[src/rtl/adder_ctrl_pkg.sv]
// Shared types for the adder sequencing/accumulate stage.
package adder_ctrl_pkg;
  typedef enum logic [1:0] {IDLE, WAIT, CAPTURE, HOLD} state_t;
  localparam int CNT_W = 4;
endpackage

[src/rtl/sync_edge.sv]
// Two-flop synchronizer for an async button level, plus a history flop for rise detect.
module sync_edge (
  input  logic Clk,
  input  logic Reset_n,
  input  logic d,
  output logic level,
  output logic rise
);
  logic [2:0] sh;

  always_ff @(posedge Clk or negedge Reset_n) begin
    if (!Reset_n) sh <= '0;
    else          sh <= {sh[1:0], d};
  end

  assign level = sh[1];
  assign rise  = sh[1] & ~sh[2];
endmodule

[src/rtl/adder_accumulate_ctrl.sv]
// Drives an external ripple adder from the accumulator and switches, waits a settle
// window with the operands frozen, then captures sum/carry back into the accumulator.
module adder_accumulate_ctrl
  import adder_ctrl_pkg::*;
#(
  parameter int WIDTH         = 16,
  parameter int SETTLE_CYCLES = 2
) (
  input  logic             Clk,
  input  logic             Reset_n,
  input  logic             Run,
  input  logic             Clear,
  input  logic             Sub,
  input  logic [WIDTH-1:0] Sw,
  output logic [WIDTH-1:0] Adder_A,
  output logic [WIDTH-1:0] Adder_B,
  output logic             Adder_Cin,
  input  logic [WIDTH-1:0] Adder_S,
  input  logic             Adder_Cout,
  output logic [WIDTH-1:0] Acc,
  output logic             Carry,
  output logic             Busy,
  output logic             Done
);
  state_t           state;
  logic [CNT_W-1:0] cnt;
  logic             run_lvl, run_rise, clr_lvl, clear_rise_unused;

  sync_edge u_run (.Clk(Clk), .Reset_n(Reset_n), .d(Run),   .level(run_lvl), .rise(run_rise));
  sync_edge u_clr (.Clk(Clk), .Reset_n(Reset_n), .d(Clear), .level(clr_lvl), .rise(clear_rise_unused));

  always_ff @(posedge Clk or negedge Reset_n) begin
    if (!Reset_n) begin
      state     <= IDLE;
      cnt       <= '0;
      Adder_A   <= '0;
      Adder_B   <= '0;
      Adder_Cin <= 1'b0;
      Acc       <= '0;
      Carry     <= 1'b0;
      Busy      <= 1'b0;
      Done      <= 1'b0;
    end else if (clr_lvl) begin
      // Clear overrides everything, including a run edge seen this same cycle.
      state     <= run_lvl ? HOLD : IDLE;
      cnt       <= '0;
      Adder_A   <= '0;
      Adder_B   <= '0;
      Adder_Cin <= 1'b0;
      Acc       <= '0;
      Carry     <= 1'b0;
      Busy      <= 1'b0;
      Done      <= 1'b0;
    end else begin
      Done <= 1'b0;
      case (state)
        IDLE: if (run_rise) begin
          // Operands are only ever loaded here, so they stay frozen through WAIT+CAPTURE.
          Adder_A   <= Acc;
          Adder_B   <= Sub ? ~Sw : Sw;
          Adder_Cin <= Sub;
          cnt       <= CNT_W'(SETTLE_CYCLES - 1);
          Busy      <= 1'b1;
          state     <= WAIT;
        end
        WAIT: if (cnt == '0) begin
          Done  <= 1'b1;
          state <= CAPTURE;
        end else begin
          cnt <= cnt - 1'b1;
        end
        CAPTURE: begin
          Acc   <= Adder_S;
          Carry <= Adder_Cout;
          Busy  <= 1'b0;
          state <= HOLD;
        end
        HOLD: if (!run_lvl) state <= IDLE;
        default: state <= IDLE;
      endcase
    end
  end
endmodule
[config.mk]
export PLATFORM = sky130hd
export DESIGN_NAME = adder_accumulate_ctrl
export DESIGN_NICKNAME = d
export VERILOG_FILES = /design/src/rtl/adder_ctrl_pkg.sv /design/src/rtl/sync_edge.sv /design/src/rtl/adder_accumulate_ctrl.sv
export SDC_FILE = /design/constraint.sdc
export NUM_CORES = 1
export LEC_CHECK = 0
export CAP_MARGIN = 20
export CELL_PAD_IN_SITES_DETAIL_PLACEMENT = 1
export CELL_PAD_IN_SITES_GLOBAL_PLACEMENT = 1
export CORE_MARGIN = 5
export CORE_UTILIZATION = 32
export CTS_CLUSTER_DIAMETER = 30
export DETAILED_ROUTE_END_ITERATION = 6
export PLACE_DENSITY = 0.87
export SYNTH_ARGS = -nofsm -noshare
export SYNTH_HDL_FRONTEND = slang
export SYNTH_SLANG_ARGS = --single-unit
[constraint.sdc]
create_clock -name Clk -period 1.5 [get_ports Clk]
set_input_delay 0.3 -clock Clk [delete_from_list [all_inputs] [get_ports Clk]]
set_output_delay 0.3 -clock Clk [all_outputs]
set_load 0.005 [all_outputs]
=== After elaboration in Yosys (flattened, before gate mapping) ===
Cells that the tools add are included.

* Register bits after elaboration: 63
* Bits of input ports: 38
* Output and inout bits: 52
* Word-level logic and storage cells: 63

* $add $sub $neg: 1
* Equality and inequality tests: 7
* Mux-type cells: 30
* Bitwise gates (word level): 3
* Reductions and logical operators: 11

{| class="wikitable"
|+ Operators by type and width
! cell !! count
|-
| 2-to-1 mux 16 bit || 9
|-
| NOT 16 bit || 1
|-
| 2-to-1 mux 4 bit || 3
|-
| inequality test 3 x 2 -> 1 bit, second input constant || 4
|-
| 2-to-1 mux 1 bit || 10
|-
| 2-to-1 mux 2 bit || 5
|-
| case mux 2 bit (4 select lines) || 1
|-
| case mux 4 bit (2 select lines) || 1
|-
| AND reduction 3 bit || 2
|-
| nonzero test 2 bit || 3
|-
| nonzero test 3 bit || 2
|-
| equality test 2 bit, second input constant || 2
|-
| zero test 4 bit || 1
|-
| AND reduction 2 bit || 2
|-
| subtractor 4 x 1 -> 4 bit, second input constant || 1
|-
| equality test 2 x 1 -> 1 bit, second input constant || 1
|-
| zero test 2 bit || 1
|-
| case mux 1 bit (2 select lines) || 1
|-
| bitwise AND 1 bit || 1
|-
| NOT 1 bit || 1
|}

=== Logic depth before layout (Yosys ltp) ===
Gate-level depths: netlist of the first run.

* Depth in word-level cells: 5
* Gate-level depth with buffers: 6
* Depth with buffers taken out: 6

=== Cells and area by module ===
From an unflattened synthesis of the first run, not the netlist that was laid out.

* Cell total of the unflattened synthesis: 230
* Area total of the unflattened synthesis: 2,796.4 um^2

{| class="wikitable"
|+ By module, submodules not included
! module !! instances !! cells an instance !! area each (um^2) !! seq. area each (um^2)
|-
| adder_accumulate_ctrl || 1 || 222 || 2,618.8 || 1,451.4
|-
| sync_edge || 2 || 4 || 88.8 || 75.1
|}

=== Worst setup path before layout of the first run ===
Ideal clock, no wire load.

* Path kind: reg-to-reg
* Start: register state[0]
* End: register cnt[0]
* Library setup time: 125 ps
* Data arrival time: 1,524 ps
* Data required time: 1,375 ps
* Setup slack: -149 ps
* Stages on the path, launching flop included: 7
* Path buffers: 0
* Period minus slack after synthesis: 1,649 ps
* Cells stage by stage: dfrtp_1 -> inv_1 -> ha_1 -> nor2b_1 -> a211oi_4 -> nor2_2 -> mux2_4

* Cells in the longest elaborated chain, start to end: 3
* Elaborated cells on any way between the ends: 8
* Classes of those cells: eq/ne: 3; mux: 2; reduce/logical: 3

{| class="wikitable"
|+ RTL lines
! item !! line !! text
|-
| start, declared || adder_accumulate_ctrl.sv:25 || <nowiki>state_t state;</nowiki>
|-
| start signal, assigned || adder_accumulate_ctrl.sv:45 || <nowiki>state <= run_lvl ? HOLD : IDLE;</nowiki>
|-
| equality test 2 x 1 -> 1 bit or zero test 2 bit (tied branches) || adder_accumulate_ctrl.sv:56 || <nowiki>case (state)</nowiki>
|-
| inequality test 3 x 2 -> 1 bit (no source line), or another cell as far along || - ||
|-
| AND reduction 3 bit (no source line) or 2-to-1 mux 4 bit (tied branches) || - ||
|-
| end signal, assigned || adder_accumulate_ctrl.sv:62 || <nowiki>cnt <= CNT_W'(SETTLE_CYCLES - 1);</nowiki>
|-
| end signal, assigned || adder_accumulate_ctrl.sv:70 || <nowiki>cnt <= cnt - 1'b1;</nowiki>
|-
| end, declared || adder_accumulate_ctrl.sv:26 || <nowiki>logic [CNT_W-1:0] cnt;</nowiki>
|}

Parallel ways exist; a longest one is shown, timed or not.
A chain may end at the register's enable or synchronous reset.

=== Final worst setup path of the first run ===
* Start: register cnt[1]
* End: register cnt[0]

* Cells in the longest elaborated chain, start to end: 3

{| class="wikitable"
|+ RTL lines
! item !! line !! text
|-
| zero test 4 bit || adder_accumulate_ctrl.sv:66 || <nowiki>WAIT: if (cnt == '0) begin</nowiki>
|-
| inequality test 3 x 2 -> 1 bit (no source line) || - ||
|-
| AND reduction 3 bit (no source line) || - ||
|}

No other way between the ends.

==> run summary, run 1 <==
Core Box Area: 8180 sq um
HP Start: u_clr.sh[0]
DR vias/cell: 4.85
Worst endpoint data arrival time: 1.88 ns
Critical Path RT: 1.72 ns
Rel. slew slack: 62.1%
Hold WS: 0.356 ns
Clock latency on the worst-skew pair: 0.34 ns
Fill count: 835
Post-synth top area cell: dfrtp_1
Worst vdd ir: 0.639 mV
# DRC: 0
Slew Limit Fails: 0
Hold WC Path Type: reg2reg
PwrDens: 1350 nW/um^2
Routability cong.: 0.760
Vias in the first global route: 2,642
Worst Hold Path EP: u_clr.sh[1]
Routed Antenna Nets: 0
Die area: 10,300 sq um
Synth Instances: 210
Layout Nets: 414
R2R setup slack: -0.16 ns
R2R depth: 6
Largest net degree at the start of global routing: 64
Worst clock skew: 0.0113 ns
CTS root buf: clkbuf_8
Buffers on Ports: 89
Num CTS Buffers: 9
Grt ovf: 0
Worst Tran Pin Value: 0.567 ns
Clock sink count: 63
Area after DPL: 3870 sq um
Post-synth top flop: dfrtp_1
Synth warnings: 0
Initial DRC count: 77
Maximum root-to-sink buffer count: 2
Worst setup margin: -0.162 ns
Row cnt: 33
Post-synthesis sequential area ratio: 58.8%
Crit end category: register
Initial antenna violation count: 0
Finish-stage setup viols: 9
Die extent in x: 102 um
R2r endpoint: cnt[0]
Routed WL: 9590 um
Crit start category: register
Syn_nets: 255
Tmin final: 1.66 ns
Post-synth cell types: 29
Clock tree from TritonCTS: done
Initial Util: 32.8%
Synth async-reset ratio: 100%
Clock transition at path regs: 0.08 ns
DR pass1 iterations: 4
P_leak: 2.47 nW
EDFF count, synth: 0
Failing checks: setup timing
Leading cell types by count after synthesis: 63 x dfrtp_1, 35 x a22o_1, 20 x nor2_1
Antenna diodes: 0
Die H: 102 um
WS Path Type: reg2reg
Hpwl dp: 5560 um
Max_cap viols: 0
Area grow syn2layout: 71.1%
Drt wl/cell: 20.0 um
Most frequent cell after synthesis: dfrtp_1
Global-route wire length before repair: 13,600 um
Detailed-route via count: 2,321
Achievable Freq: 602 MHz
Post-Syn Area: 2680 sq um
Avg Cell Area, Syn: 12.8 sq um
Share of layout cells above drive strength 1: 31.6%
Ports: 90
Htree depth: 3
Reg2reg start: cnt[1]
Post-route clock period utilization: 111%
Area contributors post-synth: dfrtp_1 59%, a22o_1 11%, mux2i_1 6.3%
Worst hold stages: 0
Post-synth top area share: 58.8%
#FFs+latches synth: 63
Hold Vio Cnt, Final: 0
RSZ-0062 raised after global routing: yes
Run status: finished, violations left
Final instance area: 4590 sq um
Crit Path Max Fanout: 3
GRT Total Usage: 17.1%
-- cells by family (layout without fill, tap and decap cells) --
group	count (synthesis)	after routing	share of synthesized area, %
xor+xnor	16	16	5.22
compound gates	48	49	15.0
fa+ha+maj	7	7	3.26
simple gates	41	41	7.98
buf+inv	17	180	2.89
flops	63	63	58.8
mux	18	18	6.90
-- state kept, by name (all words and copies together) (netlist names) --
register / count
Acc: 16
Adder_A: 16
Adder_B: 16
Adder_Cin: 1
Busy: 1
Carry: 1
Done: 1
cnt: 4
state: 2
u_clr.sh: 2
u_run.sh: 3
-- power breakdown --
group | leakage, nW | internal [mW] | switching [mW] | total, mW
sequential | 0.850 | 1.93 | 0.168 | 2.10
combinational | 1.53 | 1.44 | 1.22 | 2.65
clock | 0.0960 | 0.762 | 0.702 | 1.46
total | 2.47 | 4.12 | 2.09 | 6.21
-- worst max-delay path by stage --
stage,from,to,slack [ns],cells after the start
after floorplan,cnt[0],cnt[0],-0.10,6
after global placement,state[1],Adder_A[12],-0.16,4
after detailed placement,state[1],Adder_A[10],-0.24,4
after CTS,cnt[1],state[0],-0.19,6
after global routing,cnt[1],state[1],-0.21,6
final,cnt[1],cnt[0],-0.16,6
-- what timing repair did --
action / in CTS / in global routing
resized for setup: 67 / 27
endpoints found under the setup margin: 88 / 67
setup buffers: 32 / 11
hold buffers: 1 / 0
cloned: 1 / 2
hold endpoints to repair: 63 / 0
pin swaps: 7 / 7
-- per-stage QoR --
stage	TNS (ns)	worst slack, ns	util [%]	total power [mW]	cells
6_report	-0.762	-0.162	56.1	6.21	479
5_1_grt	-2.45	-0.211	56.1	6.55	479
4_1_cts	-0.734	-0.187	53.4	5.86	466
3_5_place_dp	-8.12	-0.242	47.3	4.09	416
3_3_place_gp	-5.49	-0.156	47.3	3.98	416
2_1_floorplan	-0.246	-0.100	-	3.08	210
-- worst max-delay path, stage by stage (launching register included) --
cell and delay [ns]:
dfrtp_1 0.40, inv_2 0.09, ha_4 0.15, or3b_4 0.42, nor2_4 0.11, nor2_2 0.07, mux2_4 0.30
-- final cells by class --
type / count / area (sq um) / area share, %
inverter: 4 / 15.0 / 0.327
clock inverter: 6 / 61.3 / 1.34
clock buffer: 10 / 128 / 2.78
sequential: 63 / 1580 / 34.4
multi-input combinational: 131 / 1210 / 26.4
timing repair buffer: 160 / 1460 / 31.9
tap: 105 / 131 / 2.86
-- cell usage in the layout (no fill, tap or decap), types with 3 or more instances in the layout --
cell type and count:
nor2_1 19, dfrtp_1 62, clkdlybuf4s50_1 36, clkbuf_8 9, ha_4 5, mux2i_1 16, o21ai_0 3, nor3_1 4
inv_2 3, a22o_1 34, xor2_1 16, buf_6 8, dlymetal6s2s_1 9, buf_4 59, dlygate4sd2_1 43, clkinv_2 3
-- per-layer routing --
layer	GRT usage, %	wire length, um	share of wire (%)	vias up
met5	0	0	0	-
met4	5.32	174	1.8	0
met3	4.68	594	6.2	14
met2	29.8	4950	52	86
met1	20.5	3870	40	1153
li1	-	-	-	1068
Note: power is estimated with default switching activity, not from simulation.
==> run 2: changes to the inputs <==
TNS_END_PERCENT = 50   (was default)
==> run 2 against run 1 <==
  * The flow still finishes with violations (setup timing)
  * Critical endpoint is now state[0]
  * Largest power group unchanged
  * Clock skew is 0.0038 ns lower
  * Critical path depth stayed put
  * Hold slack worse by 0.0018 ns
  * Setup slack better by 0.050 ns
  * Cell area is 6.8% lower
==> run summary, run 2 (same netlist as run 1, synthesis figures left out) <==
Combinational power share: 39.6% (-3.1 points)
Maximum root-to-sink buffer count: 2 (unchanged)
NetSw: 1.91 mW (-8.8%)
Buffers on Ports: 89 (unchanged)
Layout Utilization: 52.3% (-3.8 points)
Clock sink count: 63 (unchanged)
Commonest non-fill, non-tap cell in the layout: dfrtp_1
DR pass1 iterations: 4 (unchanged)
Max_cap viols: 0 (unchanged)
Crit end category: register
Ports: 90 (unchanged)
Most frequent cells in the layout: 62 x dfrtp_1, 49 x dlygate4sd2_1, 36 x clkdlybuf4s50_1
Clock latency on the worst-skew pair: 0.34 ns (about the same)
Routed Antenna Nets: 0 (unchanged)
Worst clock skew: 0.00748 ns (-0.00378 ns)
Failing checks: setup timing
RSZ-0062 raised after global routing: yes
Worst endpoint data arrival time: 1.83 ns (-0.05 ns)
Die extent in x: 102 um (unchanged)
Top flop regs: Acc (16), Adder_A (16), Adder_B (16)
# DRC: 0 (unchanged)
Fill count: 856 (+2.5%)
Place WS: -0.242 ns (unchanged)
Die area: 10,300 sq um (unchanged)
Hold WC Path Type: reg2reg
Detailed-route via count: 2,191 (-5.6%)
P_leak: 2.21 nW (-11%)
Internal power: 3.93 mW (-4.6%)
PwrDens: 1370 nW/um^2 (+0.87%)
Largest stage delay on the critical path: 0.41 ns (about the same)
Critical Path RT: 1.72 ns (about the same)
Clock transition at path regs: 0.07 ns (about the same)
Routability cong.: 0.760 (unchanged)
Slowest-stage cell, CP: or3b_4
Multi-input logic area: 1180 sq um (-3.1%)
Buf+Inv Stages, Crit Path: 1 (unchanged)
Core Box Area: 8180 sq um (unchanged)
Initial Util: 32.8% (unchanged)
Worst vdd ir: 0.595 mV (-6.9%)
Crit Path Max Fanout: 3 (unchanged)
Run status: finished, violations left
Layout Nets: 383 (-7.5%)
Row cnt: 33 (unchanged)
Rel. slew slack: 63.7% (+1.5 points)
Reg power frac: 36.0% (+2.3 points)
Initial antenna violation count: 0 (unchanged)
Global-route wire length before repair: 13,000 um (-4.9%)
Routed WL: 8170 um (-15%)
Hold WS: 0.354 ns (-0.00182 ns)
Worst Tran Pin Value: 0.544 ns (-0.0228 ns)
Post-route clock period utilization: 107% (-3.3 points)
Finish-stage setup viols: 6 (-3)
Drt wl/cell: 18.2 um (-8.9%)
Antenna diodes: 0 (unchanged)
Achievable Freq: 620 MHz (+3.1%)
Vias in the first global route: 2,509 (-5.0%)
GRT Total Usage: 16.1% (-0.94 points)
Initial DRC count: 65 (-16%)
Sw frac: 32.7% (-0.98 points)
Sequential cell area: 1580 sq um (unchanged)
Total Power: 5.84 mW (-6.0%)
Largest net degree at the start of global routing: 64 (unchanged)
Crit start category: register
Area after DPL: 3870 sq um (unchanged)
Clock power share: 24.5% (+0.9 points)
Final instance area: 4280 sq um (-6.8%)
CP cell instances: inv_2 -> ha_4 -> or3b_4 -> a22o_1 -> nor4_2 -> nor3_1
Worst setup margin: -0.112 ns (+0.0499 ns)
Area grow syn2layout: 59.4%
Die H: 102 um (unchanged)
Hpwl dp: 5560 um (unchanged)
WS Path Type: reg2reg
Hold Vio Cnt, Final: 0 (unchanged)
Num CTS Buffers: 9 (unchanged)
Share of layout cells above drive strength 1: 24.2% (-7.4 points)
Tmin final: 1.61 ns (-0.0499 ns)
Grt ovf: 0 (unchanged)
DR vias/cell: 4.89 (+0.93%)
CTS root buf: clkbuf_8
Slew Limit Fails: 0 (unchanged)
Critical path's top delay family: simple AND/OR/NAND/NOR gates
Htree depth: 3 (unchanged)
Clock tree from TritonCTS: done
==> run 2: power groups by stage <==
| stage | registers, mW | clock network (mW) | logic (mW) |
|---|---|---|---|
| 2_1_floorplan | 2.13 | 0 | 0.943 |
| 3_3_place_gp | 2.11 | 0 | 1.87 |
| 3_5_place_dp | 2.13 | 0 | 1.97 |
| 4_1_cts | 2.10 | 1.47 | 2.18 |
| 5_1_grt | 2.13 | 1.55 | 2.51 |
| 6_report | 2.10 | 1.43 | 2.31 |
==> run 2: routing by layer <==
layer | global-route usage, % | share of wire (%) | up-vias
met5 | 0 | 0 | -
met4 | 5.11 | 1.6 | 0
met3 | 4.75 | 6.3 | 13
met2 | 27.4 | 51 | 79
met1 | 19.7 | 42 | 1091
li1 | - | - | 1008
==> run 2: final timing paths <==
check,startpoint,endpoint,slack [ns],cells past startpoint
min reg2reg,u_clr.sh[0],u_clr.sh[1],0.35,0
max,cnt[1],state[0],-0.11,6
max in group asynchronous,Reset_n,u_clr.sh[1],0.71,3
min,u_clr.sh[0],u_clr.sh[1],0.35,0
min in group asynchronous,Reset_n,Acc[1],0.51,3
max reg2reg,cnt[1],state[0],-0.11,6
==> run 2: repair_timing <==
action	in CTS	in global routing
resized for setup	73	13
hold endpoints to repair	63	0
pin swaps	7	6
gates cloned	1	0
setup buffers	10	4
endpoints found under the setup margin	88	61
hold buffers	1	0
==> run 2: stage by stage <==
stage | TNS (ns) | std cells
after floorplan | -0.246 | 210
after global placement | -5.49 | 416
after detailed placement | -8.12 | 416
after CTS | -0.734 | 444
after global routing | -2.14 | 448
final | -0.472 | 448
==> run 2: layout make-up <==
cell class / instances / area share [%]
timing repair buffer: 129 / 27.7
tap: 105 / 3.07
inverter: 4 / 0.351
multi-input combinational: 131 / 27.5
clock buffer: 10 / 2.99
clock inverter: 6 / 1.43
sequential: 63 / 36.9
==> run 2: worst reg2reg max path, delay by kind of cell, from the launching register on <==
| family | cells | cell delay (ns) |
|---|---|---|
| fa+ha+maj | 1 | 0.14 |
| flops | 1 | 0.39 |
| buf+inv | 1 | 0.09 |
| compound gates | 1 | 0.23 |
| simple gates | 3 | 0.64 |
==> run 3: changes to the inputs <==
CTS_BUF_LIST = sky130_fd_sc_hd__clkbuf_16   (was default)
==> run 3 against run 2 <==
  * The run still ends with setup timing left
  * Cell area rose by 3.9%
  * Final cell count did not move
  * Die area did not move
  * Setup slack got worse by 0.027 ns
  * Routed wire length rose by 7.5%
  * First-iteration DRC count fell by 28%
  * Critical path depth did not move
  * Register-to-register slack got worse by 0.03 ns
  * Maximum frequency fell by 1.7%
  * Combinational power rose by 2%
  * Via count rose by 0.96%
  * Critical path type unchanged
==> run summary, run 3 (same netlist as run 1, synthesis figures left out) <==
Hold Vio Cnt, Final: 0 (unchanged)
NetSw: 2.04 mW (+7.2%)
Clock power share: 31.3% (+6.8 points)
Num CTS Buffers: 9 (unchanged)
RSZ-0062 raised after global routing: yes
Final instance area: 4440 sq um (+3.9%)
Run status: finished, violations left
Worst vdd ir: 0.725 mV (+22%)
Critical Path RT: 1.71 ns (about the same)
Grt ovf: 0 (unchanged)
DR vias/cell: 4.94 (+0.96%)
Clock latency on the worst-skew pair: 0.33 ns (about the same)
Hold WC Path Type: reg2reg
Finish-stage setup viols: 6 (unchanged)
GRT Total Usage: 16.7% (+0.59 points)
Crit Path Max Fanout: 3 (unchanged)
Initial antenna violation count: 0 (unchanged)
Crit start category: register
Clock transition at path regs: 0.05 ns (-0.02 ns)
Htree depth: 3 (unchanged)
CTS root buf: clkbuf_16
Layout Cells excl Fill: 448 (unchanged)
Reg power frac: 32.5% (-3.5 points)
WS Path Type: reg2reg
Share of layout cells above drive strength 1: 23.9% (-0.29 points)
Failing checks: setup timing
Hold WS: 0.351 ns (-0.00320 ns)
DR pass1 iterations: 6 (+2)
PwrDens: 1460 nW/um^2 (+7.2%)
Total Power: 6.50 mW (+11%)
Worst endpoint data arrival time: 1.85 ns (+0.02 ns)
R2R setup slack: -0.14 ns (-0.03 ns)
Rel. slew slack: 72.3% (+8.7 points)
Post-route clock period utilization: 109% (+1.8 points)
Clock sink count: 63 (unchanged)
Worst setup margin: -0.140 ns (-0.0275 ns)
Routability cong.: 0.760 (unchanged)
Worst Tran Pin Value: 0.415 ns (-0.129 ns)
# DRC: 0 (unchanged)
P_leak: 2.35 nW (+6.5%)
Hpwl dp: 5560 um (unchanged)
Die extent in x: 102 um (unchanged)
Internal power: 4.46 mW (+13%)
Crit end category: register
Initial DRC count: 47 (-28%)
Layout Nets: 383 (unchanged)
Largest net degree at the start of global routing: 64 (unchanged)
Routed Antenna Nets: 0 (unchanged)
Sw frac: 31.4% (-1.2 points)
Area grow syn2layout: 65.6%
Core Box Area: 8180 sq um (unchanged)
Most frequent cells in the layout: 63 x dfrtp_1, 42 x dlygate4sd2_1, 37 x clkdlybuf4s50_1
Layout Utilization: 54.3% (+2.0 points)
Global-route wire length before repair: 13,200 um (+1.9%)
Slew Limit Fails: 0 (unchanged)
Achievable Freq: 610 MHz (-1.7%)
Drt wl/cell: 19.6 um (+7.5%)
Die H: 102 um (unchanged)
Buffers on Ports: 89 (unchanged)
Maximum root-to-sink buffer count: 2 (unchanged)
Initial Util: 32.8% (unchanged)
Row cnt: 33 (unchanged)
Clock tree from TritonCTS: done
Die area: 10,300 sq um (unchanged)
Top flop regs: Acc (16), Adder_A (16), Adder_B (16)
TNS Setup: -0.612 ns (-0.140 ns)
Combinational power share: 36.2% (-3.4 points)
Area after DPL: 3870 sq um (unchanged)
Tmin final: 1.64 ns (+0.0275 ns)
Detailed-route via count: 2,212 (+0.96%)
Commonest non-fill, non-tap cell in the layout: dfrtp_1
Antenna diodes: 0 (unchanged)
Ports: 90 (unchanged)
Place WS: -0.242 ns (unchanged)
Vias in the first global route: 2,511 (+0.080%)
Routed WL: 8780 um (+7.5%)
Worst clock skew: 0.00495 ns (-0.00253 ns)
Max_cap viols: 0 (unchanged)
Placed cell count: 416 (unchanged)
==> run 3: routing by layer <==
metal	track usage (%)	part of all wire, %
met3	3.58	5.6
met5	0	0
met2	30.2	54
met4	7.46	1.4
met1	18.8	39
==> run 3: repair_timing <==
action / 4_1_cts / 5_1_grt
hold endpoints to repair: 9 / 0
pin swaps: 8 / 7
resized for setup: 65 / 19
endpoints found under the setup margin: 81 / 65
buffers inserted: 7 / 6
cloned: 1 / 1
hold buffers: 1 / 0
==> run 3: worst paths after layout <==
check,from,end,cells past startpoint
min in group asynchronous,Reset_n,Adder_A[2],3
worst max-delay path,cnt[1],cnt[0],6
worst min-delay path,u_clr.sh[0],u_clr.sh[1],0
worst max register to register,cnt[1],cnt[0],6
max in group asynchronous,Reset_n,state[0],3
worst min register to register,u_clr.sh[0],u_clr.sh[1],0
==> run 3: layout make-up <==
cell class	count	area (sq um)
Sequential cell	63	1580
Multi-Input combinational cell	131	1190
Tap cell	105	131
Clock inverter	7	65.1
Clock buffer	9	225
Inverter	4	15.0
Fill cell	834	3730
Timing Repair Buffer	129	1240
==> run 3: critical path: stages, from the launching register on <==
cell and delay (ns):
dfrtp_1 0.40, inv_2 0.08, ha_4 0.13, or3b_4 0.41, nor2_4 0.15, nor2_4 0.05
mux2_4 0.30
==> run 3: power by group through the flow <==
stage               clock [mW]  combinational, mW  sequential [mW]
finish                    2.03               2.35             2.12
global route              2.16               2.53             2.15
CTS                       2.08               2.16             2.11
detailed placement           0               1.97             2.13
global placement             0               1.87             2.11
floorplan                    0              0.943             2.13
